==> src/rtl/md_pkg.sv <==
// md_pkg
// Shared definitions for the execute-stage multiply/divide unit:
//   - MD opcode encodings presented by the ID/EX register
//   - the iteration state machine encoding
//   - default operand width and the matching iteration-counter width
package md_pkg;

  localparam int DATA_W = 32;
  localparam int CNT_W  = $clog2(DATA_W + 1);

  typedef enum logic [2:0] {
    MD_NONE  = 3'b000,
    MD_MULT  = 3'b001,
    MD_MULTU = 3'b010,
    MD_DIV   = 3'b011,
    MD_DIVU  = 3'b100,
    MD_MTHI  = 3'b101,
    MD_MTLO  = 3'b110,
    MD_RSVD  = 3'b111
  } md_op_e;

  typedef enum logic [1:0] {
    IDLE = 2'd0,
    MUL  = 2'd1,
    DIV  = 2'd2,
    FIX  = 2'd3
  } md_state_e;

endpackage

==> src/rtl/ex_muldiv_unit.sv <==
// ex_muldiv_unit
// Iterative multiply/divide unit with architectural HI/LO, sitting right after
// the ID/EX register. Signed operands are reduced to magnitudes on acceptance,
// the core runs one bit per cycle on magnitudes, and a final FIX cycle applies
// the result signs and commits HI/LO. All state changes on the falling edge of
// clk, in step with the pipeline registers.
//
// Ports:
//   clk          pipeline clock (state updates on falling edge)
//   Reset        synchronous active-high reset
//   Start        MD-class instruction valid in EX
//   MD_op_in     MD opcode (see md_pkg::md_op_e)
//   Rs_val_in    dividend / multiplicand / MTHI-MTLO source
//   Rt_val_in    divisor / multiplier
//   Busy         high while an operation is in flight (hazard unit stalls)
//   Done         one-cycle pulse on result commit or divide-by-zero
//   Div_by_zero  one-cycle pulse with Done for DIV/DIVU by zero
//   HI_out       architectural HI
//   LO_out       architectural LO
module ex_muldiv_unit
  import md_pkg::*;
#(
  parameter int DATA_W = md_pkg::DATA_W
) (
  input  logic              clk,
  input  logic              Reset,
  input  logic              Start,
  input  logic [2:0]        MD_op_in,
  input  logic [DATA_W-1:0] Rs_val_in,
  input  logic [DATA_W-1:0] Rt_val_in,
  output logic              Busy,
  output logic              Done,
  output logic              Div_by_zero,
  output logic [DATA_W-1:0] HI_out,
  output logic [DATA_W-1:0] LO_out
);

  localparam int CW = $clog2(DATA_W + 1);

  md_state_e           state_q, state_d;
  logic [CW-1:0]       cnt_q, cnt_d;
  logic [DATA_W-1:0]   hi_q, hi_d;
  logic [DATA_W-1:0]   lo_q, lo_d;
  // Multiplicand magnitude during MUL, divisor magnitude during DIV.
  logic [DATA_W-1:0]   opnd_q, opnd_d;
  // MUL: {partial product, remaining multiplier bits}.
  // DIV: {partial remainder, dividend bits shifting into quotient}.
  logic [2*DATA_W-1:0] acc_q, acc_d;
  logic                neg_lo_q, neg_lo_d;
  logic                neg_hi_q, neg_hi_d;
  logic                is_div_q, is_div_d;
  logic                busy_q, busy_d;
  logic                done_q, done_d;
  logic                dbz_q, dbz_d;

  md_op_e              op;
  logic                signed_op;
  logic                rs_neg, rt_neg;
  logic [DATA_W-1:0]   rs_mag, rt_mag;
  logic [DATA_W:0]     mul_sum;
  logic [2*DATA_W-1:0] mul_next;
  logic [DATA_W:0]     div_shl;
  logic [DATA_W:0]     div_diff;
  logic [2*DATA_W-1:0] div_next;
  logic [2*DATA_W-1:0] prod_fixed;
  logic [DATA_W-1:0]   quo_fixed, rem_fixed;

  // Operand decode and magnitude extraction. Negating 0x80000000 yields
  // 0x80000000, which is the correct magnitude when read as unsigned.
  always_comb begin
    op        = md_op_e'(MD_op_in);
    signed_op = (op == MD_MULT) || (op == MD_DIV);
    rs_neg    = signed_op && Rs_val_in[DATA_W-1];
    rt_neg    = signed_op && Rt_val_in[DATA_W-1];
    rs_mag    = rs_neg ? -Rs_val_in : Rs_val_in;
    rt_mag    = rt_neg ? -Rt_val_in : Rt_val_in;
  end

  // One shift-add step: add the multiplicand into the upper half when the
  // current multiplier LSB is set, then shift the whole accumulator right.
  // The carry out of the add becomes the new MSB.
  always_comb begin
    mul_sum  = {1'b0, acc_q[2*DATA_W-1:DATA_W]} + {1'b0, opnd_q};
    mul_next = acc_q[0] ? {mul_sum, acc_q[DATA_W-1:1]}
                        : {1'b0, acc_q[2*DATA_W-1:1]};
  end

  // One restoring-division step: shift the next dividend bit into the
  // remainder (which may need one extra bit), subtract the divisor if it fits
  // and shift the resulting quotient bit into the low end.
  always_comb begin
    div_shl  = acc_q[2*DATA_W-1:DATA_W-1];
    div_diff = div_shl - {1'b0, opnd_q};
    if (div_shl >= {1'b0, opnd_q}) begin
      div_next = {div_diff[DATA_W-1:0], acc_q[DATA_W-2:0], 1'b1};
    end else begin
      div_next = {div_shl[DATA_W-1:0], acc_q[DATA_W-2:0], 1'b0};
    end
  end

  // Sign correction applied in FIX; unsigned ops have both flags clear.
  always_comb begin
    prod_fixed = neg_lo_q ? -acc_q : acc_q;
    quo_fixed  = neg_lo_q ? -acc_q[DATA_W-1:0] : acc_q[DATA_W-1:0];
    rem_fixed  = neg_hi_q ? -acc_q[2*DATA_W-1:DATA_W] : acc_q[2*DATA_W-1:DATA_W];
  end

  // Next-state logic: acceptance only in IDLE, iteration in MUL/DIV,
  // commit in FIX. Done and Div_by_zero are pulses and default low.
  always_comb begin
    state_d  = state_q;
    cnt_d    = cnt_q;
    hi_d     = hi_q;
    lo_d     = lo_q;
    opnd_d   = opnd_q;
    acc_d    = acc_q;
    neg_lo_d = neg_lo_q;
    neg_hi_d = neg_hi_q;
    is_div_d = is_div_q;
    done_d   = 1'b0;
    dbz_d    = 1'b0;

    case (state_q)
      IDLE: begin
        if (Start) begin
          case (op)
            MD_MTHI: hi_d = Rs_val_in;
            MD_MTLO: lo_d = Rs_val_in;
            MD_MULT, MD_MULTU: begin
              opnd_d   = rs_mag;
              acc_d    = {{DATA_W{1'b0}}, rt_mag};
              neg_lo_d = rs_neg ^ rt_neg;
              neg_hi_d = 1'b0;
              is_div_d = 1'b0;
              cnt_d    = CW'(DATA_W);
              state_d  = MUL;
            end
            MD_DIV, MD_DIVU: begin
              if (Rt_val_in == '0) begin
                done_d = 1'b1;
                dbz_d  = 1'b1;
              end else begin
                opnd_d   = rt_mag;
                acc_d    = {{DATA_W{1'b0}}, rs_mag};
                neg_lo_d = rs_neg ^ rt_neg;
                neg_hi_d = rs_neg;
                is_div_d = 1'b1;
                cnt_d    = CW'(DATA_W);
                state_d  = DIV;
              end
            end
            default: ;
          endcase
        end
      end
      MUL: begin
        acc_d = mul_next;
        cnt_d = cnt_q - CW'(1);
        if (cnt_q == CW'(1)) state_d = FIX;
      end
      DIV: begin
        acc_d = div_next;
        cnt_d = cnt_q - CW'(1);
        if (cnt_q == CW'(1)) state_d = FIX;
      end
      FIX: begin
        if (is_div_q) begin
          hi_d = rem_fixed;
          lo_d = quo_fixed;
        end else begin
          hi_d = prod_fixed[2*DATA_W-1:DATA_W];
          lo_d = prod_fixed[DATA_W-1:0];
        end
        done_d  = 1'b1;
        state_d = IDLE;
      end
      default: state_d = IDLE;
    endcase

    busy_d = (state_d != IDLE);
  end

  // State register on the falling edge; Reset discards any partial result.
  always_ff @(negedge clk) begin
    if (Reset) begin
      state_q  <= IDLE;
      cnt_q    <= '0;
      hi_q     <= '0;
      lo_q     <= '0;
      opnd_q   <= '0;
      acc_q    <= '0;
      neg_lo_q <= 1'b0;
      neg_hi_q <= 1'b0;
      is_div_q <= 1'b0;
      busy_q   <= 1'b0;
      done_q   <= 1'b0;
      dbz_q    <= 1'b0;
    end else begin
      state_q  <= state_d;
      cnt_q    <= cnt_d;
      hi_q     <= hi_d;
      lo_q     <= lo_d;
      opnd_q   <= opnd_d;
      acc_q    <= acc_d;
      neg_lo_q <= neg_lo_d;
      neg_hi_q <= neg_hi_d;
      is_div_q <= is_div_d;
      busy_q   <= busy_d;
      done_q   <= done_d;
      dbz_q    <= dbz_d;
    end
  end

  assign Busy        = busy_q;
  assign Done        = done_q;
  assign Div_by_zero = dbz_q;
  assign HI_out      = hi_q;
  assign LO_out      = lo_q;

endmodule

==> config.mk <==
export PLATFORM = sky130hd
export DESIGN_NAME = ex_muldiv_unit
export DESIGN_NICKNAME = d
export VERILOG_FILES = /design/src/rtl/md_pkg.sv /design/src/rtl/ex_muldiv_unit.sv
export SDC_FILE = /design/constraint.sdc
export NUM_CORES = 1
export LEC_CHECK = 0
export BUFFER_PORTS_ARGS = -buffer_cell sky130_fd_sc_hd__buf_2
export CELL_PAD_IN_SITES_DETAIL_PLACEMENT = 2
export CELL_PAD_IN_SITES_GLOBAL_PLACEMENT = 2
export CORE_UTILIZATION = 30
export CTS_CLUSTER_SIZE = 14
export DETAILED_ROUTE_END_ITERATION = 10
export GPL_TIMING_DRIVEN = 0
export MAX_ROUTING_LAYER = met4
export PLACE_DENSITY = 0.79
export SYNTH_ARGS = -nofsm -noshare
export SYNTH_HDL_FRONTEND = slang
export SYNTH_SLANG_ARGS = --single-unit
==> constraint.sdc <==
create_clock -name clk -period 3.53 [get_ports clk]
set_input_delay 0.353 -clock clk [delete_from_list [all_inputs] [get_ports clk]]
set_output_delay 0.353 -clock clk [all_outputs]
set_load 0.005 [all_outputs]
==> results of run 1 <==
through the flow:
stage          hold slack (ns)  util (%)
6_report                 0.505      44.5
5_1_grt                  0.529      44.5
4_1_cts                  0.483      41.7
3_5_place_dp             0.477      34.6
3_3_place_gp             0.457      34.6
2_1_floorplan            0.445         -
cells by family after synthesis:
kind of cell	after synthesis	synth area share (%)
buffers and inverters	223	5.77
muxes	56	3.80
DFF	174	23.4
xor gates and xnor gates	168	9.87
AOI/OAI and AO/OA	673	30.2
adders and majority gates	76	6.48
and+or+nand+nor	666	20.5
what timing repair did:
action                     4_1_cts  5_1_grt
setup endpoints to repair      174      172
gates resized for setup        307      266
pin swaps                       84       90
gates cloned                    13        2
buffers inserted                77       56
layout make-up:
| cell class | instances | area share [%] |
|---|---|---|
| clock inverters | 189 | 3.86 |
| multi-input cells | 1641 | 58.5 |
| flip-flops and latches | 174 | 16.0 |
| well taps | 664 | 3.81 |
| clock buffers | 17 | 1.95 |
| repair buffers | 268 | 10.1 |
| plain buffers | 139 | 4.08 |
| diodes | 14 | 0.161 |
| inverters | 76 | 1.46 |
report_power, final:
part,internal [mW],leakage [nW],total [mW],switching (mW)
sequential,2.14,1.42,2.52,0.377
combinational,1.67,6.62,5.19,3.52
clock,1.40,1.23,3.72,2.32
total,5.22,9.27,11.4,6.22
cell usage in the layout (no fill, tap or decap), types with 61 or more instances in the layout:
cell / count
ha_1: 72
buf_2: 126
buf_4: 80
clkbuf_1: 79
dfxtp_1: 168
a21oi_1: 148
nor2_1: 233
o21ai_0: 68
xor2_1: 69
xnor2_1: 61
nand2_1: 141
inv_1: 246
synth_stat cells, types with 26 or more instances:
master	count
nor2_1	258
a21oi_1	201
nand2_1	178
dfxtp_1	174
clkbuf_1	125
o21ai_0	100
xor2_1	86
xnor2_1	82
inv_1	76
ha_1	74
a211oi_1	73
nor3_1	52
mux2i_1	51
nand3_1	28
or3_1	26
sequential cells by signal, summed over array words and instances, names as in the netlist:
name / cells
Div_by_zero: 1
neg_lo_q: 1
opnd_q: 32
neg_hi_q: 1
state_q: 2
LO_out: 32
cnt_q: 6
is_div_q: 1
Busy: 1
HI_out: 32
Done: 1
acc_q: 64
worst max path at each step:
stage,startpoint,end,slack (ns),cells past startpoint
finish,Rs_val_in[14],acc_q[24]$_SDFFE_NP0P_,-1.45,11
global route,Rs_val_in[1],acc_q[24]$_SDFFE_NP0P_,-1.41,13
CTS,Rt_val_in[14],acc_q[21]$_SDFFE_NP0P_,-0.57,12
detailed placement,MD_op_in[0],acc_q[59]$_SDFFE_NP0P_,-2.15,10
global placement,MD_op_in[0],acc_q[59]$_SDFFE_NP0P_,-2.02,10
floorplan,Rs_val_in[2],acc_q[23]$_SDFFE_NP0P_,-0.91,9
critical path: stages:
cell and delay, ns:
buf_2 0.22, nor4_4 0.43, nor2b_4 0.29, nand4_1 0.20, buf_4 0.22, o41ai_4 0.85, xnor2_4 0.28, nand2_1 0.18
a221oi_2 0.38, a21oi_1 0.10, nor2_1 0.17
per-layer routing:
layer / track usage [%] / vias up / wire length, µm
met5: - / - / 0
met2: 61.6 / 2236 / 53200
met3: 11.1 / 1064 / 17300
met4: 31.8 / 0 / 13900
met1: 47.8 / 11000 / 44000
li1: - / 8387 / -
==> metrics.md, run 1 <==
| Metric | Value |
|---|---|
| Status | complete, but fails checks |
| Failing checks | capacitance limit, slew limit, setup timing |
| Final hold violations | 0 |
| DP HPWL | 64600 µm |
| Maximum capacitance violations | 2 |
| Clk sinks | 174 |
| VDD IR-drop max | 0.476 mV |
| Post-synth top flop | dfxtp_1 |
| Port Buffer Count | 134 |
| Relative slew slack | -18.2% |
| Setup violators final | 168 |
| Reg area | 3490 µm² |
| Share of the synthesized area in the top cell type | 23.4% |
| Die area | 50600 µm² |
| Post-route cell area | 21800 µm² |
| P per Cell Area | 525 nW/µm² |
| Initial core utilization | 30.4% |
| CTS Buf Count | 17 |
| Final ANT Viol Nets | 0 |
| Synth warn | 0 |
| Sink of the worst hold path | LO_out[24]$_SDFFE_NP0P_ |
| Share of cells above drive strength 1 | 28.4% |
| Post-synth top area cell | dfxtp_1 |
| Tot Pwr | 11.4 mW |
| Cells after Synth | 2036 |
| Crit path launch type | primary input |
| Worst R2R End | acc_q[37]$_SDFFE_NP0P_ |
| Htree depth | 4 |
| Die Width | 225 µm |
| CP required | 2.24 ns |
| DR WL/cell | 40.4 µm |
| Post-synth EDFFs | 0 |
| Hold buffer count at CTS | 0 |
| First-pass GRT wire length | 150000 µm |
| Worst setup path category | in2reg |
| Vias | 22.7k |
| DP Area | 17000 µm² |
| Netlist Area Pre-Place | 14900 µm² |
| Syn avg cell area | 7.32 µm² |
| Seq/Total Area, Yosys | 23.4% |
| Reg clk slew, reported paths | 0.07 ns |
| Vias per cell | 7.14 |
| Synth area leaders | dfxtp_1 23%, a21oi_1 6.8%, nor2_1 6.5%, ha_1 6.2%, xor2_1 5.1% |
| Placed insts | 2834 |
| Largest net degree at the start of global routing | 17 |
| Fin. max-slew vios | 11 |
| Footprint of the multi-input gates | 12700 µm² |
| Post-synthesis async set-or-reset flop share | 0% |
| Final worst slack | -1.45 ns |
| Total core area | 49000 µm² |
| Synth Net Count | 2182 |
| Crit path max fanout | 6 |
| CTS Root Cell | clkbuf_16 |
| Final wirelength | 128000 µm |
| Die Ht | 225 µm |
| # fillers | 5379 |
| Hold path cells | 2 |
| Post-place setup slack | -2.15 ns |
| Yosys cell types | 83 |
| Clock buffer depth | 2 |
| Clk Latency, worst-skew pair | 0.65 ns |
| R2R Setup Slk | -1.22 ns |
| Drt first pass iters | 9 |
| # rows | 81 |
| Initial detailed-routing violation count | 3119 |
| Initial antenna violation count | 10 |
| Vias in the first global route | 21.9k |
| Unrepaired setup endpoints after global routing | true |
| Worst hold path type | reg2reg |
| Clock Skew | 0.136 ns |
| Routability cong. | 0.998 |
| Grt total ovfl | 0 |
| Pleak | 9.27 nW |
| I/O pins | 137 |
| CP Capture Type | register |
| CTS tree | yes |
| CP arrival | 3.70 ns |
| Setup_tns | -92.25 ns |
| Non-filler cells, final | 3182 |
| Slew at the pin closest to its max-slew limit | 1.77 ns |
| Total GRT Usage | 41.6% |
| Worst r2r path cells | 5 |
| RR Startpoint | acc_q[0]$_SDFFE_NP0P_ |
| # DRC | 0 |
| NumNets Final | 2637 |
| Area grow syn2layout | 46.1% |
| Synth Register Bits | 174 |
| Hold Crit Start | LO_out[24]$_SDFFE_NP0P_ |
Note: power is estimated with default switching activity, not from simulation.
==> run 2: changes to the inputs <==
--- a/config.mk
+++ b/config.mk
@@ -5,15 +5,15 @@
 export SDC_FILE = /design/constraint.sdc
 export NUM_CORES = 1
 export LEC_CHECK = 0
+export ABC_AREA = 1
 export BUFFER_PORTS_ARGS = -buffer_cell sky130_fd_sc_hd__buf_2
 export CELL_PAD_IN_SITES_DETAIL_PLACEMENT = 2
 export CELL_PAD_IN_SITES_GLOBAL_PLACEMENT = 2
-export CORE_UTILIZATION = 30
+export CORE_UTILIZATION = 32
 export CTS_CLUSTER_SIZE = 14
 export DETAILED_ROUTE_END_ITERATION = 10
 export GPL_TIMING_DRIVEN = 0
-export MAX_ROUTING_LAYER = met4
-export PLACE_DENSITY = 0.79
+export PLACE_DENSITY = 0.9
 export SYNTH_ARGS = -nofsm -noshare
 export SYNTH_HDL_FRONTEND = slang
 export SYNTH_SLANG_ARGS = --single-unit
==> metrics.md, run 2 <==
| Metric | Value |
|---|---|
| Post-synth top area cell | nand2_1 |
| Die Ht | 245 µm (+8.8%) |
| Placed insts | 4377 (+54%) |
| Post-synth top flop | dfxtp_1 |
| Routability cong. | 1.03 (+2.7%) |
| Die Width | 245 µm (+8.8%) |
| Port Buffer Count | 136 (+1.5%) |
| # rows | 88 (+8.6%) |
| Hold buffer count at CTS | 0 (unchanged) |
| Post-synth EDFFs | 0 (unchanged) |
| Tool error | [ERROR GRT-0232] Routing congestion too high. Check the congestion heatmap in the GUI. |
| Htree depth | 4 (unchanged) |
| Netlist Area Pre-Place | 18900 µm² (+27%) |
| I/O pins | 137 (unchanged) |
| DP Area | 20500 µm² (+21%) |
| Post-synthesis async set-or-reset flop share | 0% (unchanged) |
| Last worst endpoint in the global-route repair_timing | acc_q[11]$_SDFFE_NP0P_/D |
| Cells after Synth | 3476 (+71%) |
| WEP type | register data pin |
| Post-place setup slack | -1.14 ns (+1.01 ns) |
| CTS Root Cell | clkbuf_16 |
| Status | did not finish |
| Syn avg cell area | 5.42 µm² (-26%) |
| Synth warn | 0 (unchanged) |
| Post-synth top cells | 1119 x nand2_1, 490 x inv_1, 376 x nor2_1 |
| Seq/Total Area, Yosys | 18.5% (-4.9 points) |
| Clock buffer depth | 2 (unchanged) |
| Largest net degree at the start of global routing | 20 |
| Synth Register Bits | 174 (unchanged) |
| Total GRT Usage | 67.4% |
| Yosys cell types | 53 (-36%) |
| Synth area leaders | nand2_1 22%, dfxtp_1 18%, inv_1 9.8%, nand3_1 9.2%, nor2_1 7.5% |
| DP HPWL | 99100 µm (+54%) |
| Clk sinks | 174 (unchanged) |
| Grt total ovfl | 34 |
| Synth Net Count | 3622 (+66%) |
| Initial core utilization | 32.6% (+2.1 points) |
| Last stage | global routing |
| Cell with the most instances after synthesis | nand2_1 |
| CTS Buf Count | 17 (unchanged) |
| Share of the synthesized area in the top cell type | 22.3% (-1.1 points) |
[run 2: cell count changes after synthesis, moves of 68 or more]
cell,change
nand2_1,+941
inv_1,+414
nand3_1,+317
nor2_1,+118
a211oi_1,-69
o21ai_0,+68
[run 2: logic make-up after synthesis]
kind of cell             synth area share (%)
AO/OA/AOI/OAI                            16.3
AND/OR/NAND/NOR                          44.0
buffers and inverters                    13.5
XOR/XNOR                                 2.60
adder cells (fa/ha/maj)                  5.12
flip-flops                               18.5
multiplexers                           0.0531
[run 2: per-stage QoR]
stage,TNS [ns],util [%]
after floorplan,0,-
after global placement,-81.20,35.5
after detailed placement,-94.91,35.5
after CTS,-0.0696,38.7
[run 2: what timing repair did]
action / in CTS
endpoints found under the setup margin: 109
setup buffers: 27
resized for setup: 126
hold endpoints to repair: 0
pin swaps: 16
[run 2: metal layers]
metal,global-route usage [%],GRT overflow
met5,13.1,0
met4,68.9,11
met3,50.5,0
met2,86.7,22
met1,66.2,1
==> run 3: changes to the inputs <==
==> config.mk (replaced) <==
export PLATFORM = sky130hd
export DESIGN_NAME = ex_muldiv_unit
export DESIGN_NICKNAME = d
export VERILOG_FILES = /design/src/rtl/md_pkg.sv /design/src/rtl/ex_muldiv_unit.sv
export SDC_FILE = /design/constraint.sdc
export NUM_CORES = 1
export LEC_CHECK = 0
export ABC_AREA = 1
export BUFFER_PORTS_ARGS = -buffer_cell sky130_fd_sc_hd__buf_2
export CORE_UTILIZATION = 40
export DETAILED_ROUTE_END_ITERATION = 10
export GPL_TIMING_DRIVEN = 0
export PLACE_DENSITY_LB_ADDON = 0.15
export SYNTH_ARGS = -nofsm -noshare
export SYNTH_HDL_FRONTEND = slang
export SYNTH_SLANG_ARGS = --single-unit
==> metrics.md, run 3 <==
| Metric | Value |
|---|---|
| Commonest non-fill, non-tap cell in the layout | nand2_1 |
| Synth Register Bits | 174 (unchanged) |
| Total GRT Usage | 38.4% |
| Worst hold margin | 0.481 ns |
| Die Width | 219 µm (-10%) |
| Final worst slack | -0.0102 ns |
| Synth warn | 0 (unchanged) |
| Grt total ovfl | 0 |
| Crit path max fanout | 10 |
| # DRC | 0 |
| Worst r2r path cells | 15 |
| Crit. Startpoint | MD_op_in[0] |
| Area grow syn2layout | 17.6% |
| Post-synth EDFFs | 0 (unchanged) |
| R2R Setup Slk | 0.19 ns |
| Post-synth top area cell | nand2_1 |
| Hold path cells | 2 |
| DP HPWL | 76900 µm (-22%) |
| Final ANT Viol Nets | 0 |
| Drt first pass iters | 6 |
| Final hold violations | 0 |
| CTS tree | yes |
| CTS Root Cell | clkbuf_16 |
| Routability cong. | 1.08 (+5.5%) |
| Post-synth top cells | 1119 x nand2_1, 490 x inv_1, 376 x nor2_1 |
| Reg clk slew, reported paths | 0.04 ns |
| Yosys cell types | 53 (unchanged) |
| CP Capture Type | register |
| Initial core utilization | 40.5% (+7.9 points) |
| P per Cell Area | 360 nW/µm² |
| CTS Buf Count | 17 (unchanged) |
| VDD IR-drop max | 0.345 mV |
| Placed insts | 4219 (-3.6%) |
| Hold buffer count at CTS | 0 (unchanged) |
| Clk sinks | 174 (unchanged) |
| Share of the synthesized area in the top cell type | 22.3% (unchanged) |
| Final wirelength | 93500 µm |
| Failing checks | setup timing |
| Post-route cell area | 22200 µm² |
| Highest-count cells in the layout ignoring fill and taps | 1114 x nand2_1, 654 x inv_1, 361 x nor2_1 |
| Non-filler cells, final | 4443 |
| Vias | 24.6k |
| Status | complete, but fails checks |
| Worst hold path type | reg2reg |
| Synth area leaders | nand2_1 22%, dfxtp_1 18%, inv_1 9.8%, nand3_1 9.2%, nor2_1 7.5% |
| Hold Crit Start | LO_out[1]$_SDFFE_NP0P_ |
| CP required | 2.13 ns |
| Clk Latency, worst-skew pair | 0.52 ns |
| Fin. max-slew vios | 0 |
| Initial antenna violation count | 1 |
| Cell with the most instances after synthesis | nand2_1 |
| Largest net degree at the start of global routing | 19 |
| DR WL/cell | 21.0 µm |
| Relative slew slack | 30.2% |
| First-pass GRT wire length | 135000 µm |
| Final core occ | 47.6% |
| Seq/Total Area, Yosys | 18.5% (unchanged) |
| Sink of the worst hold path | LO_out[1]$_SDFFE_NP0P_ |
| # rows | 79 (-10%) |
| Htree depth | 4 (unchanged) |
| Total core area | 46600 µm² |
| RR Startpoint | acc_q[32]$_SDFFE_NP0P_ |
| Maximum capacitance violations | 0 |
| Clock Skew | 0.0371 ns |
| Setup_tns | -0.0102 ns |
| CP arrival | 2.14 ns |
| Vias per cell | 5.55 |
| Clock buffer depth | 2 (unchanged) |
| DP Area | 20300 µm² (-0.96%) |
| Slew at the pin closest to its max-slew limit | 1.05 ns |
| Port Buffer Count | 136 (unchanged) |
| Share of cells above drive strength 1 | 9.93% |
| Pleak | 11.8 nW |
| Synth Net Count | 3622 (unchanged) |
| # diodes | 0 |
| NumNets Final | 3969 |
| Worst R2R End | acc_q[60]$_SDFFE_NP0P_ |
| Post-synthesis async set-or-reset flop share | 0% (unchanged) |
| Die Ht | 219 µm (-10%) |
| Initial detailed-routing violation count | 2812 |
| Die area | 48000 µm² |
| Worst setup path category | in2reg |
| Unrepaired setup endpoints after global routing | true |
| Tot Pwr | 7.98 mW |
| Crit path launch type | primary input |
| Post-synth top flop | dfxtp_1 |
| Vias in the first global route | 22.5k |
| Setup violators final | 1 |
| Netlist Area Pre-Place | 18900 µm² (unchanged) |
| Post-place setup slack | -1.00 ns (+0.136 ns) |
| Syn avg cell area | 5.42 µm² (unchanged) |
| Cells after Synth | 3476 (unchanged) |
| I/O pins | 137 (unchanged) |
| Most flops, register | acc_q |
| Largest register FFs | 64 |
-- run 3: cell counts after synthesis --
Identical to the previous run, type by type.
-- run 3: final cells by class --
cell class	instances	area [µm²]
tap	607	759
inverter	508	1940
fill	5384	24400
timing repair buffer	156	856
sequential	174	3480
clock buffer	17	425
clock inverter	189	885
buffer	126	702
multi-input combinational	2666	13100
-- run 3: power by group --
| group | switching, mW | internal, mW |
|---|---|---|
| clock | 1.62 | 1.37 |
| combinational | 1.93 | 0.817 |
| sequential | 0.132 | 2.11 |
-- run 3: cell families after synthesis --
logic type / synth area share (%)
AND/OR/NAND/NOR: 44.0
buffers and inverters: 13.5
AO/OA/AOI/OAI: 16.3
flip-flops: 18.5
adder cells (fa/ha/maj): 5.12
XOR/XNOR: 2.60
multiplexers: 0.0531
-- run 3: worst max-delay path: stages --
cell	delay, ns
buf_2	0.10
inv_1	0.08
nor2_4	0.14
inv_2	0.08
nor2_4	0.18
inv_1	0.07
buf_2	0.19
o21ai_0	0.17
nand2_1	0.13
o211ai_1	0.36
nand2_1	0.10
nand2_1	0.10
a21oi_1	0.06
-- run 3: how the worst max path moves through the flow --
| stage | to | depth (start not counted) | slack, ns |
|---|---|---|---|
| final | acc_q[11]$_SDFFE_NP0P_ | 13 | -0.01 |
| after global routing | opnd_q[2]$_SDFFE_NP0P_ | 12 | -0.05 |
| after CTS | opnd_q[29]$_SDFFE_NP0P_ | 15 | 0.01 |
| after detailed placement | opnd_q[2]$_SDFFE_NP0P_ | 12 | -1.00 |
| after global placement | opnd_q[2]$_SDFFE_NP0P_ | 12 | -1.0 |
| after floorplan | opnd_q[17]$_SDFFE_NP0P_ | 14 | 0.001 |
-- run 3: routing by layer --
| layer | vias up | track usage (%) | wire [µm] |
|---|---|---|---|
| met5 | - | 0 | 40 |
| met4 | 2 | 29.4 | 7400 |
| met3 | 309 | 8.52 | 8810 |
| met2 | 1340 | 58.0 | 39800 |
| met1 | 11200 | 47.4 | 37500 |
| li1 | 11800 | - | - |
-- run 3: what timing repair did --
action | CTS | global route
gates cloned | 0 | 1
buffers inserted | 9 | 10
endpoints found under the hold margin | 0 | 0
setup endpoints to repair | 94 | 95
pin swaps | 7 | 16
gates resized for setup | 43 | 75
